[src/rtl/instr_fetch_buffer.sv]
// ---------------------------------------------------------------------------
// instr_fetch_buffer
//   Issues instruction-memory requests for the PC stream and queues the
//   returned instructions, with their PCs, in an in-order buffer. Decode
//   reads the buffer through a valid/ready handshake. A redirect (flush)
//   empties the buffer and drops every response that is still in flight.
//
// Ports
//   clk_i, rst_i        clock (rising edge), async active-high reset
//   pc_i, pc_valid_i    fetch address and its valid from the fetch unit
//   pc_ready_o          fetch accepted this cycle (request granted)
//   flush_i             redirect: discard buffer and in-flight responses
//   imem_req_o/addr_o   memory request and word-aligned address
//   imem_gnt_i          memory accepted the request
//   imem_rvalid_i/rdata_i  in-order response, >=1 cycle after grant
//   dec_valid_o/instr_o/pc_o/ready_i  head entry towards decode
//   count_o             allocated entries (filled + pending)
// ---------------------------------------------------------------------------
module instr_fetch_buffer #(
    parameter int DEPTH = 4,
    parameter int XLEN  = 32
) (
    input  logic                     clk_i,
    input  logic                     rst_i,
    input  logic [XLEN-1:0]          pc_i,
    input  logic                     pc_valid_i,
    output logic                     pc_ready_o,
    input  logic                     flush_i,
    output logic                     imem_req_o,
    output logic [XLEN-1:0]          imem_addr_o,
    input  logic                     imem_gnt_i,
    input  logic                     imem_rvalid_i,
    input  logic [XLEN-1:0]          imem_rdata_i,
    output logic                     dec_valid_o,
    output logic [XLEN-1:0]          dec_instr_o,
    output logic [XLEN-1:0]          dec_pc_o,
    input  logic                     dec_ready_i,
    output logic [$clog2(DEPTH):0]   count_o
);

    localparam int IW = $clog2(DEPTH);
    localparam int PW = IW + 1;
    // Repeated flushes can stack several buffers' worth of in-flight
    // responses, so the discard counter is wider than a pointer.
    localparam int DW = PW + 3;

    logic [PW-1:0]   wptr_q, wptr_d;
    logic [PW-1:0]   fptr_q, fptr_d;
    logic [PW-1:0]   rptr_q, rptr_d;
    logic [DW-1:0]   discard_q, discard_d;
    logic [DEPTH-1:0] filled_q, filled_d;

    logic [XLEN-1:0] pc_mem_q    [DEPTH];
    logic [XLEN-1:0] instr_mem_q [DEPTH];

    logic [PW-1:0]   count_s;
    logic [PW-1:0]   pending_s;
    logic [IW-1:0]   widx_s, fidx_s, ridx_s;
    logic            alloc_s;
    logic            fill_s;
    logic            pop_s;
    logic            rv_used_s;
    logic            head_ok_s;

    assign count_s   = wptr_q - rptr_q;
    assign pending_s = wptr_q - fptr_q;
    assign widx_s    = wptr_q[IW-1:0];
    assign fidx_s    = fptr_q[IW-1:0];
    assign ridx_s    = rptr_q[IW-1:0];
    assign count_o   = count_s;

    // Request / handshake / head-of-queue combinational outputs.
    always_comb begin
        imem_req_o  = pc_valid_i & ~flush_i & ~rst_i & (count_s < PW'(DEPTH));
        pc_ready_o  = imem_req_o & imem_gnt_i;
        imem_addr_o = {pc_i[XLEN-1:2], 2'b00};
        head_ok_s   = (count_s != '0) & filled_q[ridx_s];
        dec_valid_o = head_ok_s & ~flush_i & ~rst_i;
        if (dec_valid_o) begin
            dec_instr_o = instr_mem_q[ridx_s];
            dec_pc_o    = pc_mem_q[ridx_s];
        end else begin
            dec_instr_o = '0;
            dec_pc_o    = '0;
        end
    end

    // Event decode: allocation, fill and pop for this cycle.
    always_comb begin
        alloc_s   = pc_ready_o;
        pop_s     = dec_valid_o & dec_ready_i;
        // A response is accounted for if it is either being discarded or
        // matches a pending entry; an rvalid with neither is ignored.
        rv_used_s = imem_rvalid_i & ((discard_q != '0) | (pending_s != '0));
        fill_s    = imem_rvalid_i & ~flush_i & (discard_q == '0) & (pending_s != '0);
    end

    // Next-state logic for pointers, filled bits and the discard counter.
    always_comb begin
        wptr_d    = wptr_q;
        fptr_d    = fptr_q;
        rptr_d    = rptr_q;
        filled_d  = filled_q;
        discard_d = discard_q;
        if (flush_i) begin
            wptr_d    = '0;
            fptr_d    = '0;
            rptr_d    = '0;
            filled_d  = '0;
            // Everything still pending joins the discard count; a response
            // arriving in this very cycle settles one of those (or one
            // already being discarded) and is itself dropped.
            discard_d = discard_q + DW'(pending_s) - DW'(rv_used_s);
        end else begin
            if (alloc_s) begin
                wptr_d           = wptr_q + PW'(1);
                filled_d[widx_s] = 1'b0;
            end else begin
                wptr_d = wptr_q;
            end
            if (fill_s) begin
                fptr_d           = fptr_q + PW'(1);
                filled_d[fidx_s] = 1'b1;
            end else begin
                fptr_d = fptr_q;
            end
            if (pop_s) begin
                rptr_d           = rptr_q + PW'(1);
                filled_d[ridx_s] = 1'b0;
            end else begin
                rptr_d = rptr_q;
            end
            if (imem_rvalid_i && (discard_q != '0)) begin
                discard_d = discard_q - DW'(1);
            end else begin
                discard_d = discard_q;
            end
        end
    end

    // Control state registers with asynchronous reset.
    always_ff @(posedge clk_i or posedge rst_i) begin
        if (rst_i) begin
            wptr_q    <= '0;
            fptr_q    <= '0;
            rptr_q    <= '0;
            filled_q  <= '0;
            discard_q <= '0;
        end else begin
            wptr_q    <= wptr_d;
            fptr_q    <= fptr_d;
            rptr_q    <= rptr_d;
            filled_q  <= filled_d;
            discard_q <= discard_d;
        end
    end

    // Entry payload storage; validity is tracked by the filled bits and
    // pointers, so the payload itself needs no reset.
    always_ff @(posedge clk_i) begin
        if (alloc_s) begin
            pc_mem_q[widx_s] <= pc_i;
        end
        if (fill_s) begin
            instr_mem_q[fidx_s] <= imem_rdata_i;
        end
    end

endmodule

[config.mk]
export PLATFORM = sky130hd
export DESIGN_NAME = instr_fetch_buffer
export DESIGN_NICKNAME = d
export VERILOG_FILES = /design/src/rtl/instr_fetch_buffer.sv
export SDC_FILE = /design/constraint.sdc
export NUM_CORES = 1
export LEC_CHECK = 0
export ABC_AREA = 0
export CORE_MARGIN = 1.5
export CORE_UTILIZATION = 35
export DETAILED_ROUTE_END_ITERATION = 12
export SYNTH_ARGS = -nofsm -noshare
export SYNTH_HDL_FRONTEND = slang
export SYNTH_SLANG_ARGS = --single-unit
[constraint.sdc]
create_clock -name clk_i -period 3.9 [get_ports clk_i]
set_clock_uncertainty 0.15 [all_clocks]
set_input_delay 0.975 -clock clk_i [delete_from_list [all_inputs] [get_ports clk_i]]
set_output_delay 0.975 -clock clk_i [all_outputs]
set_load 0.01 [all_outputs]
======== Word-level counts from Yosys, hierarchy flattened ========
Memory sizes are Yosys's and may differ from the RTL's.
Cells that the tools add are included.
word-level totals
  output and inout port bits .............. 102
  input port bits ......................... 71
  bits in registers ....................... 19
  memories kept ........................... 2
  memory bits (writable) .................. 256
memories
  name         depth  width  read ports  clocked after memory_dff  wr ports  line  text
  instr_mem_q  4      32     1           0                         1         54    logic [XLEN-1:0] instr_mem_q [DEPTH];
  pc_mem_q     4      32     1           0                         1         53    logic [XLEN-1:0] pc_mem_q [DEPTH];
operators by class
  $add $sub $neg .......................... 8
  bitwise logic cells ..................... 20
  order comparisons ....................... 7
  reductions and logical operators ........ 12
  mux-type cells .......................... 28
operators with widths
  cell                                                                          count
  32-bit 2-to-1 mux                                                             2
  4-bit 2-to-1 mux                                                              6
  3-bit 2-to-1 mux                                                              6
  1-bit bitwise AND                                                             12
  6-bit 2-to-1 mux                                                              2
  3-bit by 1-bit adder with 3-bit output, second input constant                 3
  2-bit by 3-bit less-than comparator with 1-bit output, second input constant  3
  4-bit bitwise AND                                                             2
  1-bit 2-to-1 mux                                                              8
  4-bit inverter                                                                2
  2-bit nonzero test                                                            4
  6-bit by 3-bit adder with 6-bit output                                        1
  1-bit demux with 2-bit select                                                 3
  2-bit by 1-bit >= comparator with 1-bit output, second input constant         3
  6-bit logical NOT                                                             1
  3-bit nonzero test                                                            2
  6-bit nonzero test                                                            1
  3-bit subtractor                                                              2
  6-bit by 1-bit subtractor with 6-bit output                                   1
  6-bit by 1-bit subtractor with 6-bit output, second input constant            1
  1-bit logical AND                                                             4
  4-bit bitwise OR                                                              1
  3-bit less-than comparator, second input constant                             1
  1-bit binary-select mux with 2-bit select                                     1
  2 further kinds                                                               3

======== Depth between registers and ports, before layout ========
Gate-level depths: netlist of the first run.
  depth after elaboration ................. 14
  depth in mapped cells ................... 16
  depth with buffers taken out ............ 16

======== Least setup slack after synthesis of the first run ========
Ideal clock, no wire load.
  path kind ............................... register to output
  from .................................... register wptr_q[0]
  to ...................................... output dec_instr_o[10]
  setup slack ............................. 641 ps
  arrival time ............................ 2134 ps
  stages on the path, launching flop included .. 10
  cell sequence ........................... dfrtp_1 -> inv_1 -> ha_1 -> fa_1 -> xnor3_1 -> inv_1 -> o311a_1 -> buf_2 -> clkbuf_1 -> and2_1
between the ends
  cells in the longest elaborated chain, start to end .. 6
RTL lines
  item                            line  text
  start: declaration              47    logic [PW-1:0] wptr_q, wptr_d;
  start signal: assignment        150   wptr_q <= wptr_d;
  3-bit subtractor                65    assign count_s = wptr_q - rptr_q;
  net count_o[2]                  38    output logic [$clog2(DEPTH):0] count_o
  3-bit nonzero test              77    head_ok_s = (count_s != '0) & filled_q[ridx_s];
  1-bit bitwise AND               77
  1-bit bitwise AND (2 in a row)  78    dec_valid_o = head_ok_s & ~flush_i & ~rst_i;
  32-bit 2-to-1 mux               79    if (dec_valid_o) begin
  end: declaration                35    output logic [XLEN-1:0] dec_instr_o,
The timed path passes the listed nets, and every way through them passes these cells.

======== Worst setup path in the final report of the first run ========
  from .................................... register rptr_q[0]
  to ...................................... output dec_pc_o[0]
between the ends
  cells in the longest elaborated chain, start to end .. 6
RTL lines
  item                                                                           line    text
  start: declaration                                                             49      logic [PW-1:0] rptr_q, rptr_d;
  start signal: assignment                                                       152     rptr_q <= rptr_d;
  3-bit subtractor or 1-bit binary-select mux with 2-bit select (tied branches)  65, 77
  3-bit nonzero test or 1-bit 2-to-1 mux (tied branches)                         77
  1-bit bitwise AND                                                              77
  1-bit bitwise AND (2 in a row)                                                 78
  32-bit 2-to-1 mux *                                                            79
  end: declaration                                                               36      output logic [XLEN-1:0] dec_pc_o,
Mark *: on every way between the ends. The rest lies on a longest branch, timed or not. The select of a mux whose other input is x is not followed.

==> results of run 1 <==
-- sequential cells by signal, indices dropped and copies added, names as in the netlist --
register and flops:
pc_mem_q 128, rptr_q 3, filled_q 4, wptr_q 3, fptr_q 3, discard_q 6
instr_mem_q 128
-- power by group through the flow --
stage,Combinational (mW),Sequential (mW),Clock (mW)
after CTS,0.622,3.30,2.85
final,0.616,3.30,2.77
after detailed placement,0.614,3.36,0
after global routing,0.703,3.30,2.95
after floorplan,0.419,3.35,0
after global placement,0.607,3.36,0
-- per-stage QoR --
| stage | instance area (um2) | hold slack [ns] | std cells |
|---|---|---|---|
| after CTS | 14600 | 0.348 | 1238 |
| after global routing | 14400 | 0.395 | 1239 |
| after floorplan | 11500 | 0.298 | 608 |
| final | 14400 | 0.349 | 1239 |
| after detailed placement | 13600 | 0.339 | 1180 |
| after global placement | 13600 | 0.318 | 1180 |
-- placed cells by master, fill, tap and decap left out, drive strengths merged, types with 2 or more instances in the layout --
master	instances
a21o	2
clkinvlp	3
ha	26
clkinv	11
o21ai	6
clkdlybuf4s50	103
nand2b	4
nand3	5
dlymetal6s2s	2
edfxtp	256
mux4	65
xnor3	2
nor2	7
mux2i	3
a21oi	8
fa	3
buf	26
o31ai	3
dfrtp	19
inv	31
a211oi	3
conb	2
clkbuf	94
nand2	12
bufinv	3
xnor2	10
and2	69
clkdlybuf4s15	3
-- per-layer routing --
| layer | routed length (um) | part of all wire | vias to the layer above | track usage |
|---|---|---|---|---|
| li1 | - | - | 2642 | - |
| met1 | 10200 | 0.45 | 2994 | 0.187 |
| met2 | 11300 | 0.49 | 114 | 0.228 |
| met3 | 902 | 0.039 | 34 | 0.0225 |
| met4 | 461 | 0.020 | 2 | 0.0380 |
| met5 | 13 | 0.00057 | - | 0 |
-- area by class of cell --
type | count | area, um2 | share of cell area
flip-flops and latches | 275 | 8170 | 0.567
multi-input cells | 245 | 2910 | 0.202
repair buffers | 193 | 1680 | 0.117
clock buffers | 36 | 795 | 0.0552
well taps | 442 | 553 | 0.0384
clock inverters | 19 | 185 | 0.0129
inverters | 29 | 109 | 0.00756
-- cell families after synthesis --
kind of cell             after synthesis  share of synthesized area
AO/OA/AOI/OAI                         27                     0.0189
AND/OR/NAND/NOR                      106                     0.0553
multiplexers                          68                      0.129
adder cells (fa/ha/maj)               29                     0.0334
other                                  1                   0.000325
buffers and inverters                 88                     0.0428
XOR/XNOR                              13                     0.0124
flip-flops                           275                      0.707
-- worst max-delay path, cell delays in order, from the launching register on --
cell and delay [ns]:
dfrtp_4 0.48, ha_2 0.18, fa_2 0.52, inv_1 0.06, o311a_4 0.40, buf_12 0.16, and2_1 0.16, clkdlybuf4s15_1 0.22
-- worst max-delay path by stage --
stage / end / slack (ns) / startpoint / depth (start not counted)
after floorplan: dec_instr_o[10] / 0.64 / wptr_q[0] / 9
after global placement: dec_instr_o[2] / -0.002 / flush_i / 6
after detailed placement: dec_pc_o[15] / -0.001 / flush_i / 6
after CTS: dec_pc_o[0] / -0.1 / rptr_q[0] / 7
after global routing: dec_pc_o[0] / -0.13 / rptr_q[0] / 8
final: dec_pc_o[0] / -0.01 / rptr_q[0] / 7
-- repair_timing --
action / 4_1_cts / 5_1_grt
hold buffers: 0 / 0
pin swaps: 0 / 0
gates resized for setup: 80 / 129
setup endpoints to repair: 65 / 66
cloned: 1 / 0
setup buffers: 2 / 1
==> flow_summary.yaml, run 1 <==
synthesis:
  synth_cell_types: 45
  yosysMostFrequentCell: "edfxtp_1"
  synth_area_mm2: 0.0115
  synth_warnings: 0
  yosys.area.top_type: "edfxtp_1"
  async_flop_share: 0.0691
  synth.ff_latch_count: 275
  ys_seq_area_frac: 0.707
  synth_top_area_frac: 0.666
  avgSynthCellArea_um2: 19.0
  syn_inst: 607
  ys_top_cells_by_count: "edfxtp_1 (256), mux4_2 (65), and2_1 (64)"
  synth-edff-count: 256
  ys.flop_type: "edfxtp_1"
  synthTopCellsByArea: "edfxtp_1 (67%), mux4_2 (13%), dfrtp_1 (4.1%)"
global_routing:
  grt_pass1_vias: 6182
  grt_max_degree: 69
  grt_usage: 0.137
  grt_overflow: 0
  antenna_found_initial: 1
  grt_pass1_wl_um: 35400
clocking:
  cts.sink_count: 275
  cts_buffers: 31
  clock_latency_ns: 0.56
  cts.htree.levels: 1
  clockBufferDepth: 3
  clkSlewWorstSetupHoldPaths_ns: 0.07
  root_buffer: "clkbuf_16"
  cts_tree: "done"
critical_path:
  rr_worst_depth: 16
  cp.arrival_ns: 2.79
  worst-path-max-fanout: 35
  critPathRequiredTime_ns: 2.77
  start_kind: "flip-flop"
  r2r-start: "wptr_q[1]"
  rrSetupSlack_ns: 0.57
  end_kind: "primary output"
  r2r-end: "discard_q[4]"
  worstSetupPathType: "flip-flop to primary output"
placed_design:
  place.gp.congestion: 0.726
  place_ws_ns: -0.00105
  dp_hpwl_um: 13400
  port_buffers: 170
floorplan:
  core_mm2: 0.0325
  pin_count: 173
  rows: 66
  die_x_um: 185
  die_h_um: 185
  die_area_mm2: 0.0341
  floorplan.initialDensity: 0.356
power:
  p_total_mw: 6.68
  p_int_mw: 5.23
  p_leak_nw: 5.03
  irDropWorstVdd_v: 0.000307
  clkPwrFrac: 0.415
  power_switching_mw: 1.45
  power_frac_seq: 0.493
  pwr-share-comb: 0.092
  power.density_mw_per_mm2: 464
  swShare: 0.217
finish:
  synthToLayoutAreaGrowth_pct: 24.8
  n_antenna_cell: 0
  final_layout_size_suffix_gt1_frac: 0.277
  nFillCells: 2870
  final_util: 0.444
  nets: 875
timing:
  max_freq_mhz: 256
  finalWorstSetupSlack_ns: -0.0118
  period_share: 1.00
  hold_violations: 0
  layout_min_cycle_time_ns: 3.91
  maxSlewViolCount: 0
  fin_tns_setup_ns: -0.0170
  max_slew_margin: 0.431
  tightest_slew_ns: 0.853
  setup_violations: 2
  rsz0062_at_grt: "yes"
run:
  maxCapViolCount: 0
routing:
  drc: 0
  ant_nets: 0
  dr.pass1.iters: 4
  wire_per_inst_um: 18.4
  vias: 5786
  wl_um: 22900
  vias_per_cell: 4.67
  drt_iter0_markers: 307
min_path:
  whs_path_depth: 1
  hold_class: "flip-flop to flip-flop"
  min_to: "rptr_q[2]"
  holdCritStartpoint: "rptr_q[2]"
outcome:
  status: "finished, violations left"
  violations: "setup timing"
Power figures use the tool's default switching activity.
==> run 2, diff against run 1 <==
--- a/config.mk
+++ b/config.mk
@@ -6,9 +6,11 @@
 export NUM_CORES = 1
 export LEC_CHECK = 0
 export ABC_AREA = 0
-export CORE_MARGIN = 1.5
+export CORE_MARGIN = 2
 export CORE_UTILIZATION = 35
 export DETAILED_ROUTE_END_ITERATION = 12
+export HOLD_SLACK_MARGIN = 0.03
+export SLEW_MARGIN = 20
 export SYNTH_ARGS = -nofsm -noshare
 export SYNTH_HDL_FRONTEND = slang
 export SYNTH_SLANG_ARGS = --single-unit
==> flow_summary.yaml, run 2 (synthesized netlist as in run 1, its figures left out) <==
min_path:
  hold_class: "flip-flop to flip-flop"
floorplan:
  pin_count: 173
  die_area_mm2: 0.0344
  die_x_um: 186
  rows: 66
  core_mm2: 0.0325
  floorplan.initialDensity: 0.355
  die_h_um: 186
timing:
  rsz0062_at_grt: "yes"
  hold_violations: 0
  period_share: 1.02
  max_freq_mhz: 250
  layout_min_cycle_time_ns: 4.00
  setup_violations: 44
  fin_tns_setup_ns: -1.56
  tightest_slew_ns: 0.818
  max_slew_margin: 0.454
  finalWorstSetupSlack_ns: -0.0960
  maxSlewViolCount: 0
global_routing:
  grt_overflow: 0
  grt_pass1_wl_um: 35900
  antenna_found_initial: 1
  grt_max_degree: 44
  grt_usage: 0.138
  grt_pass1_vias: 6052
routing:
  wl_um: 23600
  wl_met2_um: 11900
  drc: 0
  wl_met3_um: 935
  ant_nets: 0
  wl_met1_um: 10400
  vias: 5795
  vias_per_cell: 4.64
  drt_iter0_markers: 296
  highest_layer: "met4"
  dr.pass1.iters: 5
  wire_per_inst_um: 18.9
finish:
  regArea_mm2: 0.00817
  nets: 884
  reg_top3: "instr_mem_q (128), pc_mem_q (128), discard_q (6)"
  final_cell_mix: "edfxtp_1 (256), clkdlybuf4s50_1 (103), mux4_2 (65)"
  final_layout_size_suffix_gt1_frac: 0.316
  multi_input_area_mm2: 0.00297
  nFillCells: 2893
  synthToLayoutAreaGrowth_pct: 27.3
  fin_area_mm2: 0.0147
  n_antenna_cell: 0
  final_util: 0.452
  layout_commonest_cell: "edfxtp_1"
placed_design:
  place_ws_ns: -0.0699
  place.gp.congestion: 0.729
  dpl_cell_area_mm2: 0.0137
  port_buffers: 170
  dp_hpwl_um: 14100
critical_path:
  end_kind: "primary output"
  start_kind: "flip-flop"
  cp.arrival_ns: 2.87
  crit_chain: "ha_4 -> fa_2 -> xnor3_1 -> inv_2 -> o311a_4 -> buf_16 -> buf_12 -> and2_4 -> buf_6"
  critPathRequiredTime_ns: 2.77
  worst-path-max-fanout: 6
  worstSetupPathType: "flip-flop to primary output"
  max_stage_delay_ns: 0.50
  slowest_stage: "dfrtp_4"
clocking:
  clkSlewWorstSetupHoldPaths_ns: 0.06
  clockBufferDepth: 3
  cts.sink_count: 275
  root_buffer: "clkbuf_16"
  clock_latency_ns: 0.55
  cts_tree: "done"
  cts_buffers: 29
  hold_buffers: 0
  cts.htree.levels: 1
power:
  power.density_mw_per_mm2: 440
  p_leak_nw: 5.20
  irDropWorstVdd_v: 0.000263
outcome:
  violations: "setup timing"
  status: "finished, violations left"
run:
  maxCapViolCount: 0
[run 2: worst max-delay path: cells and delay by family, from the launching register on]
family          cells  cell delay [ns]
flops               1             0.50
compound gates      1             0.44
fa+ha+maj           2             0.51
simple gates        1             0.13
xor+xnor            1             0.27
buf+inv             4             0.47
[run 2: through the flow]
stage / cells / hold slack, ns / total power, mW
final: 1249 / 0.368 / 6.47
after global routing: 1249 / 0.409 / 6.76
after CTS: 1247 / 0.361 / 6.56
after detailed placement: 1184 / 0.348 / 3.97
after global placement: 1184 / 0.337 / 3.97
after floorplan: 608 / 0.298 / 3.77
[run 2: what timing repair did]
item | in CTS | in global routing
gates cloned | 3 | 0
endpoints found under the setup margin | 65 | 66
gates resized for setup | 272 | 41
pin swaps | 0 | 3
setup buffers | 6 | 3
[run 2: routing by layer]
layer  vias to the layer above  track usage
met1                      2993        0.188
li1                       2669            -
met3                        17       0.0211
met5                         -            0
met4                         0       0.0280
met2                       116        0.235
[run 2: worst paths after layout]
| kind | startpoint | end | slack (ns) | cells past startpoint |
|---|---|---|---|---|
| min in group asynchronous | rst_i | rptr_q[1] | 0.82 | 2 |
| min | rptr_q[2] | rptr_q[2] | 0.37 | 1 |
| max | rptr_q[0] | dec_pc_o[16] | -0.1 | 9 |
| max in group asynchronous | rst_i | rptr_q[0] | 2.18 | 2 |
| min reg2reg | rptr_q[2] | rptr_q[2] | 0.37 | 1 |
| max reg2reg | wptr_q[0] | discard_q[4] | 0.49 | 17 |
[run 2: power breakdown]
group	total (mW)	switching [mW]	internal (mW)
sequential	3.30	0.0274	3.27
combinational	0.613	0.302	0.311
clock	2.56	1.09	1.47
[run 2: final cells by class]
cell class              instances  share of cell area
well taps                     442              0.0376
clock inverters                20             0.00945
flip-flops and latches        275               0.556
repair buffers                204               0.135
inverters                      29             0.00741
multi-input cells             245               0.202
clock buffers                  34              0.0520
==> run 3, diff against run 2 <==
--- a/config.mk
+++ b/config.mk
@@ -6,6 +6,7 @@
 export NUM_CORES = 1
 export LEC_CHECK = 0
 export ABC_AREA = 0
+export CAP_MARGIN = 25
 export CORE_MARGIN = 2
 export CORE_UTILIZATION = 35
 export DETAILED_ROUTE_END_ITERATION = 12
==> results of run 3 <==
Same layout as run 2: the final DEF is identical, and so are final timing and power.
